===== src/rtl/rr_sel_pkg.sv =====
// ---------------------------------------------------------------------------
// rr_sel_pkg -- shared definitions for the round-robin mux-select arbiter.
//   NCH     : number of requesting channels (downstream 4:1 mux inputs)
//   SEL_W   : width of a channel index
//   state_t : arbiter state (IDLE: no grant held, GRANT: sel holds a grant)
// ---------------------------------------------------------------------------
package rr_sel_pkg;

    localparam int NCH   = 4;
    localparam int SEL_W = 2;

    typedef enum logic {
        IDLE  = 1'b0,
        GRANT = 1'b1
    } state_t;

endpackage : rr_sel_pkg


===== src/rtl/rr_sel_arb_if.sv =====
// ---------------------------------------------------------------------------
// rr_sel_arb_if -- request / select handshake between requesters, the
// arbiter and the downstream 4:1 mux.
//   req     : per-channel request (bit i requests din_i of the mux)
//   sel     : registered channel index, wired straight to the mux sel port
//   sel_vld : sel holds a valid grant
//   sel_rdy : downstream accepts the current grant
//   gnt     : one-hot accept pulse, gnt[sel] = sel_vld & sel_rdy
// Modports:
//   master : arbiter side (drives sel, sel_vld, gnt)
//   slave  : requester / downstream side (drives req, sel_rdy)
// ---------------------------------------------------------------------------
interface rr_sel_arb_if;
    import rr_sel_pkg::*;

    logic [NCH-1:0]   req;
    logic [SEL_W-1:0] sel;
    logic             sel_vld;
    logic             sel_rdy;
    logic [NCH-1:0]   gnt;

    modport master (
        input  req,
        input  sel_rdy,
        output sel,
        output sel_vld,
        output gnt
    );

    modport slave (
        output req,
        output sel_rdy,
        input  sel,
        input  sel_vld,
        input  gnt
    );

endinterface : rr_sel_arb_if


===== src/rtl/rr_pick4.sv =====
// ---------------------------------------------------------------------------
// rr_pick4 -- combinational rotating priority picker.
// Returns the first set bit of i_req when scanning i_start, i_start+1, ...
// (mod NCH).
//   i_req   : request vector
//   i_start : channel index with the highest priority
//   o_idx   : index of the first requester in scan order (i_start if none)
//   o_any   : at least one request is set
// ---------------------------------------------------------------------------
module rr_pick4
    import rr_sel_pkg::*;
(
    input  logic [NCH-1:0]   i_req,
    input  logic [SEL_W-1:0] i_start,
    output logic [SEL_W-1:0] o_idx,
    output logic             o_any
);

    logic w_found;

    // NOTE: every output of a combinational block is given a default before
    // any conditional assignment, so no path leaves a value held (no latch).
    always_comb begin
        o_idx   = i_start;
        o_any   = |i_req;
        w_found = 1'b0;
        for (int k = 0; k < NCH; k++) begin
            // SEL_W-bit addition wraps naturally at NCH.
            if (!w_found && i_req[i_start + SEL_W'(k)]) begin
                o_idx   = i_start + SEL_W'(k);
                w_found = 1'b1;
            end
        end
    end

endmodule : rr_pick4


===== src/rtl/rr_sel_arb.sv =====
// ---------------------------------------------------------------------------
// rr_sel_arb -- round-robin arbiter producing the select of a 4:1 mux.
//
// A grant is loaded into sel one cycle after a request is seen and held
// until the downstream accepts it (sel_vld & sel_rdy).  On acceptance the
// next requester after the accepted channel is loaded without a bubble.
//
// Parameters:
//   BURST_MAX : max consecutive grants to one channel (1..15), only used
//               when ARB_BURST_EN is defined.
// Configuration macro:
//   ARB_BURST_EN : a channel that keeps requesting is regranted up to
//                  BURST_MAX times in a row before rotation.
// Ports:
//   clk   : rising-edge clock
//   rst_n : asynchronous active-low reset
//   bus   : rr_sel_arb_if.master (req, sel_rdy in; sel, sel_vld, gnt out)
// ---------------------------------------------------------------------------
module rr_sel_arb
    import rr_sel_pkg::*;
#(
    parameter int BURST_MAX = 4
) (
    input  logic         clk,
    input  logic         rst_n,
    rr_sel_arb_if.master bus
);

    if (BURST_MAX < 1 || BURST_MAX > 15) begin : g_burst_max_chk
        $error("rr_sel_arb: BURST_MAX must be in 1..15");
    end

    state_t           r_state;
    state_t           w_state_nxt;
    logic [SEL_W-1:0] r_sel;
    logic [SEL_W-1:0] w_sel_nxt;
    logic [SEL_W-1:0] r_last;
    logic [SEL_W-1:0] w_last_nxt;
    logic [SEL_W-1:0] w_start;
    logic [SEL_W-1:0] w_pick_idx;
    logic             w_pick_any;
    logic             w_vld;
    logic             w_xfer;

`ifdef ARB_BURST_EN
    localparam logic [3:0] BURST_LIM = 4'(BURST_MAX - 1);

    logic [3:0] r_cnt;
    logic [3:0] w_cnt_nxt;
`endif

    assign w_vld  = (r_state == GRANT);
    assign w_xfer = w_vld & bus.sel_rdy;

    // In GRANT the search is only consumed on a transfer, where the
    // accepted channel becomes the new last; start right after it.
    assign w_start = w_vld ? (r_sel + SEL_W'(1)) : (r_last + SEL_W'(1));

    rr_pick4 u_pick (
        .i_req   (bus.req),
        .i_start (w_start),
        .o_idx   (w_pick_idx),
        .o_any   (w_pick_any)
    );

    always_comb begin
        w_state_nxt = r_state;
        w_sel_nxt   = r_sel;
        w_last_nxt  = r_last;
`ifdef ARB_BURST_EN
        w_cnt_nxt   = r_cnt;
`endif
        unique case (r_state)
            IDLE: begin
                if (w_pick_any) begin
                    w_sel_nxt   = w_pick_idx;
                    w_state_nxt = GRANT;
                end
            end
            GRANT: begin
                if (w_xfer) begin
                    w_last_nxt = r_sel;
`ifdef ARB_BURST_EN
                    if (bus.req[r_sel] && (r_cnt < BURST_LIM)) begin
                        w_cnt_nxt = r_cnt + 4'd1;
                    end else if (w_pick_any) begin
                        w_sel_nxt = w_pick_idx;
                        w_cnt_nxt = 4'd0;
                    end else begin
                        w_state_nxt = IDLE;
                        w_cnt_nxt   = 4'd0;
                    end
`else
                    if (w_pick_any) begin
                        w_sel_nxt = w_pick_idx;
                    end else begin
                        w_state_nxt = IDLE;
                    end
`endif
                end
            end
            default: w_state_nxt = IDLE;
        endcase
    end

    // NOTE: sequential state is updated with non-blocking assignments so all
    // registers sample their next values from the same pre-edge snapshot.
    always_ff @(posedge clk or negedge rst_n) begin
        if (!rst_n) begin
            r_state <= IDLE;
            r_sel   <= '0;
            r_last  <= SEL_W'(NCH - 1);   // first search after reset starts at 0
        end else begin
            r_state <= w_state_nxt;
            r_sel   <= w_sel_nxt;
            r_last  <= w_last_nxt;
        end
    end

`ifdef ARB_BURST_EN
    always_ff @(posedge clk or negedge rst_n) begin
        if (!rst_n) begin
            r_cnt <= 4'd0;
        end else begin
            r_cnt <= w_cnt_nxt;
        end
    end
`endif

    assign bus.sel     = r_sel;
    assign bus.sel_vld = w_vld;
    assign bus.gnt     = w_xfer ? (NCH'(1) << r_sel) : '0;

endmodule : rr_sel_arb

===== src/flat_wrapper.sv =====
// flat-port wrapper written by rule: the top's interface ports become plain ports
module rr_sel_arb_flat import rr_sel_pkg::*;
#(
    parameter int BURST_MAX = 4
)
  (clk, rst_n, bus_req, bus_sel_rdy, bus_sel, bus_sel_vld, bus_gnt);
  rr_sel_arb_if bus_i ();
  input  logic clk;
  input  logic rst_n;
  input wire logic [$bits(bus_i.req)-1:0] bus_req;
  input wire logic [$bits(bus_i.sel_rdy)-1:0] bus_sel_rdy;
  output wire logic [$bits(bus_i.sel)-1:0] bus_sel;
  output wire logic [$bits(bus_i.sel_vld)-1:0] bus_sel_vld;
  output wire logic [$bits(bus_i.gnt)-1:0] bus_gnt;
  assign bus_i.req = bus_req;
  assign bus_i.sel_rdy = bus_sel_rdy;
  assign bus_sel = bus_i.sel;
  assign bus_sel_vld = bus_i.sel_vld;
  assign bus_gnt = bus_i.gnt;
  rr_sel_arb #(.BURST_MAX(BURST_MAX)) u_core (.clk(clk), .rst_n(rst_n), .bus(bus_i));
endmodule

===== config.mk =====
export PLATFORM = sky130hd
export DESIGN_NAME = rr_sel_arb_flat
export DESIGN_NICKNAME = d
export VERILOG_FILES = /design/src/rtl/rr_sel_pkg.sv /design/src/rtl/rr_sel_arb_if.sv /design/src/rtl/rr_pick4.sv /design/src/rtl/rr_sel_arb.sv /design/src/flat_wrapper.sv
export SDC_FILE = /design/constraint.sdc
export NUM_CORES = 1
export LEC_CHECK = 0
export BUFFER_PORTS_ARGS = -buffer_cell sky130_fd_sc_hd__buf_2
export CORE_MARGIN = 2
export CORE_UTILIZATION = 27
export CTS_BUF_LIST = sky130_fd_sc_hd__clkbuf_16
export DETAILED_ROUTE_END_ITERATION = 12
export GPL_TIMING_DRIVEN = 0
export PLACE_DENSITY = 0.58
export SLEW_MARGIN = 25
export SYNTH_ARGS = -nofsm -noshare
export SYNTH_HDL_FRONTEND = slang
export SYNTH_SLANG_ARGS = --single-unit

===== constraint.sdc =====
create_clock -name clk -period 1.32 [get_ports clk]
set_input_delay 0.066 -clock clk [delete_from_list [all_inputs] [get_ports clk]]
set_output_delay 0.066 -clock clk [all_outputs]
set_load 0.1 [all_outputs]

==> results.yml <==
yosys:
  avgSynthCellArea_um2: 9.03
  synthAdderAreaFrac: 0
  synth-compound-area-share: 0.262
  netlist_area_um2: 415
  synthMuxAreaShare: 0.139
  yosys.area_share.simple: 0.238
  synth.distinct_cells: 24
  synthTopCellsByArea: "dfrtp_1 18%, dfstp_2 13%, a221oi_4 6.3%"
  synth.top_cell.area_share: 0.181
  ys_seq_area_frac: 0.307
  yosysWarnings: 0
  syn-num-nets: 53
  synth-seq-cells: 5
  synth_area_leader_cell: "dfrtp_1"
  netlist_instances: 46
  synthXorXnorAreaFrac: 0
  synth_top_family_by_area: "compound AO/OA/AOI/OAI gates"
power:
  combPwrFrac: 0.478
  p_per_area_nw_per_um2: 1960
  pwr-share-clk: 0.334
  vdd_drop_max_mv: 1.12
  seqPwrFrac: 0.189
  p_sw_frac: 0.420
  leakage_nw: 0.318
  p_int_mw: 0.839
  p_switching_mw: 0.608
place:
  hpwl_um: 742
  place_congestion: 0.762
  port_buffers: 13
  postPlaceCellArea_um2: 569
final_layout:
  drive_above_1_share: 0.588
  fin_util: 0.501
  insertedDiodeCount: 0
  area_delta_synth_final_pct: 77.4
  final_cell_area_um2: 737
  fillers: 139
  fin_nets: 76
sta:
  totalNegativeSetupSlack_ns: -0.522
  skew_ns: 0.00160
  fmax_mhz: 676
  hold_ws_ns: 0.129
  fin_ws_ns: -0.159
  setup_violations: 6
  grt_setup_unrepaired: "yes"
  fin_crit_ns: 1.48
  slew_violations: 0
  post-route-period-util: 1.12
  maxSlewHeadroom: 0.676
  worst-slew-pin-transition_ns: 0.490
  finalHoldViolations: 0
worst_hold_path:
  hp-class: "primary input to flop"
  holdPathEnd: "u_core.bus.sel_vld$_DFF_PN0_"
  min_from: "bus_req[1]"
  min_path_cells: 3
clocking:
  cts_max_path_buffers: 2
  clkTransAtPathRegs_ns: 0.03
  cts_tree: "built"
  numCtsBuffers: 3
  clock_sinks: 5
  cts-root-buf: "clkbuf_16"
  clkLatencyLatePin_ns: 0.22
  cts-htree-levels: 1
critical_path:
  r2r_cells: 4
  critPathCaptureType: "flop"
  r2r_start: "u_core.bus.sel_vld$_DFF_PN0_"
  rrSetupSlack_ns: -0.16
  cp_max_fo: 8
  crit_type: "flop to flop"
  cp-start-kind: "flop"
  r2r-end: "u_core.bus.sel[1]$_DFFE_PN0P_"
  cp.arrival_ns: 1.57
  cp.required_ns: 1.41
die:
  die_w_um: 43.2
  initial_core_util: 0.282
  pin_count: 14
  core_area_um2: 1470
  dieArea_um2: 1870
  num_rows: 14
  die_y_um: 43.2
routing:
  ant_nets: 0
  wire_per_inst_um: 12.4
  via_per_inst: 5.17
  remaining_drc_errors: 0
  drt-pass1-iter-count: 4
  drt_iter0_drc: 7
  vias: 434
  finalWirelength_um: 1040
grt:
  grt_pass1_vias: 409
  track_usage: 0.126
  antenna_found_initial: 0
  grt.overflow.total: 0
  grt_first_pass_wirelength_um: 1730
  grt_max_degree: 9
run_status:
  outcome: "finished with violations"
  violations: "setup timing"
job:
  maxCapViolCount: 0
[state kept, by name (all words and copies together) (netlist names)]
name	count
u_core.bus.sel	2
u_core.bus.sel_vld	1
u_core.r_last	2
[synthesized netlist by cell type]
master and number:
nor3_1 3, mux2i_4 1, a41oi_1 1, nor4_1 1, nor2_1 5, o221ai_2 1
and2_4 1, a21o_1 2, nand3_1 3, mux2i_1 2, mux2_4 1, nand2b_1 2
o21ai_1 1, o21a_1 1, o21ai_2 1, nand2_1 6, dfstp_2 2, buf_6 1
a21oi_1 1, dfrtp_1 3, o21ai_0 2, inv_1 3, o21bai_1 1, a221oi_4 1
[layer usage]
layer / part of all wire / global-route usage / wire length [um]
met1: 0.45 / 0.149 / 468
met2: 0.51 / 0.200 / 531
met3: 0.038 / 0.0511 / 39
met4: 0 / 0.0545 / 0
met5: 0 / 0 / 0
[final cells by class]
cell class | instances | area [um^2] | share of cell area
sequential | 5 | 139 | 0.188
multi-input combinational | 37 | 333 | 0.452
clock inverter | 1 | 3.75 | 0.00509
clock buffer | 3 | 75.1 | 0.102
tap | 16 | 20.0 | 0.0272
inverter | 3 | 11.3 | 0.0153
timing repair buffer | 19 | 155 | 0.211
[per-stage QoR]
stage | std cells | power, mW | setup WS [ns]
after floorplan | 46 | 0.763 | -0.403
after global placement | 75 | 0.856 | -0.259
after detailed placement | 75 | 0.859 | -0.247
after CTS | 82 | 1.42 | -0.203
after global routing | 84 | 1.52 | -0.226
final | 84 | 1.45 | -0.159
[logic make-up after synthesis]
| group | Yosys count |
|---|---|
| compound gates | 12 |
| buf+inv | 4 |
| flops | 5 |
| mux | 4 |
| simple gates | 21 |
[worst max-delay path, cell delays in order (launching register included)]
cell and delay (ns):
dfrtp_4 0.52, mux2_4 0.33, and2_4 0.16, a221oi_4 0.23, o221ai_2 0.11
[power groups by stage]
stage / clock, mW / sequential, mW / combinational, mW
after floorplan: 0 / 0.391 / 0.372
after detailed placement: 0 / 0.273 / 0.585
after global routing: 0.509 / 0.282 / 0.729
after global placement: 0 / 0.273 / 0.583
final: 0.483 / 0.273 / 0.691
after CTS: 0.490 / 0.273 / 0.661
[how the worst max path moves through the flow]
stage | cells past startpoint | endpoint | from
floorplan | 5 | u_core.bus.sel[1]$_DFFE_PN0P_ | u_core.bus.sel_vld$_DFF_PN0_
global placement | 5 | u_core.bus.sel[1]$_DFFE_PN0P_ | u_core.bus.sel_vld$_DFF_PN0_
detailed placement | 5 | u_core.bus.sel[1]$_DFFE_PN0P_ | u_core.bus.sel_vld$_DFF_PN0_
CTS | 4 | u_core.bus.sel[1]$_DFFE_PN0P_ | u_core.bus.sel_vld$_DFF_PN0_
global route | 4 | u_core.bus.sel[1]$_DFFE_PN0P_ | u_core.bus.sel_vld$_DFF_PN0_
finish | 4 | u_core.bus.sel[1]$_DFFE_PN0P_ | u_core.bus.sel_vld$_DFF_PN0_
[layout by cell type, fill, tap and decap left out, types with 2 or more instances in the layout]
cell	Yosys	routed
inv_1	3	4
nor3_4	0	2
buf_2	0	9
a21o_1	2	2
clkbuf_16	0	3
nor2_1	5	2
nor2_4	0	2
o21ai_0	2	2
buf_6	1	2
buf_12	0	2
buf_4	0	5
o21ai_2	1	2
nand3_1	3	3
dfrtp_4	0	3
nand2b_1	2	2
mux2i_1	2	2
nand2_1	6	5
dfstp_2	2	2
[timing repair]
item | CTS | global route
gates cloned | 0 | 0
endpoints found under the setup margin | 6 | 6
gates resized for setup | 11 | 4
hold endpoints to repair | 5 | 0
buffers inserted | 3 | 2
hold buffers | 1 | 0
pin swaps | 1 | 3
Note: power is estimated with default switching activity, not from simulation.
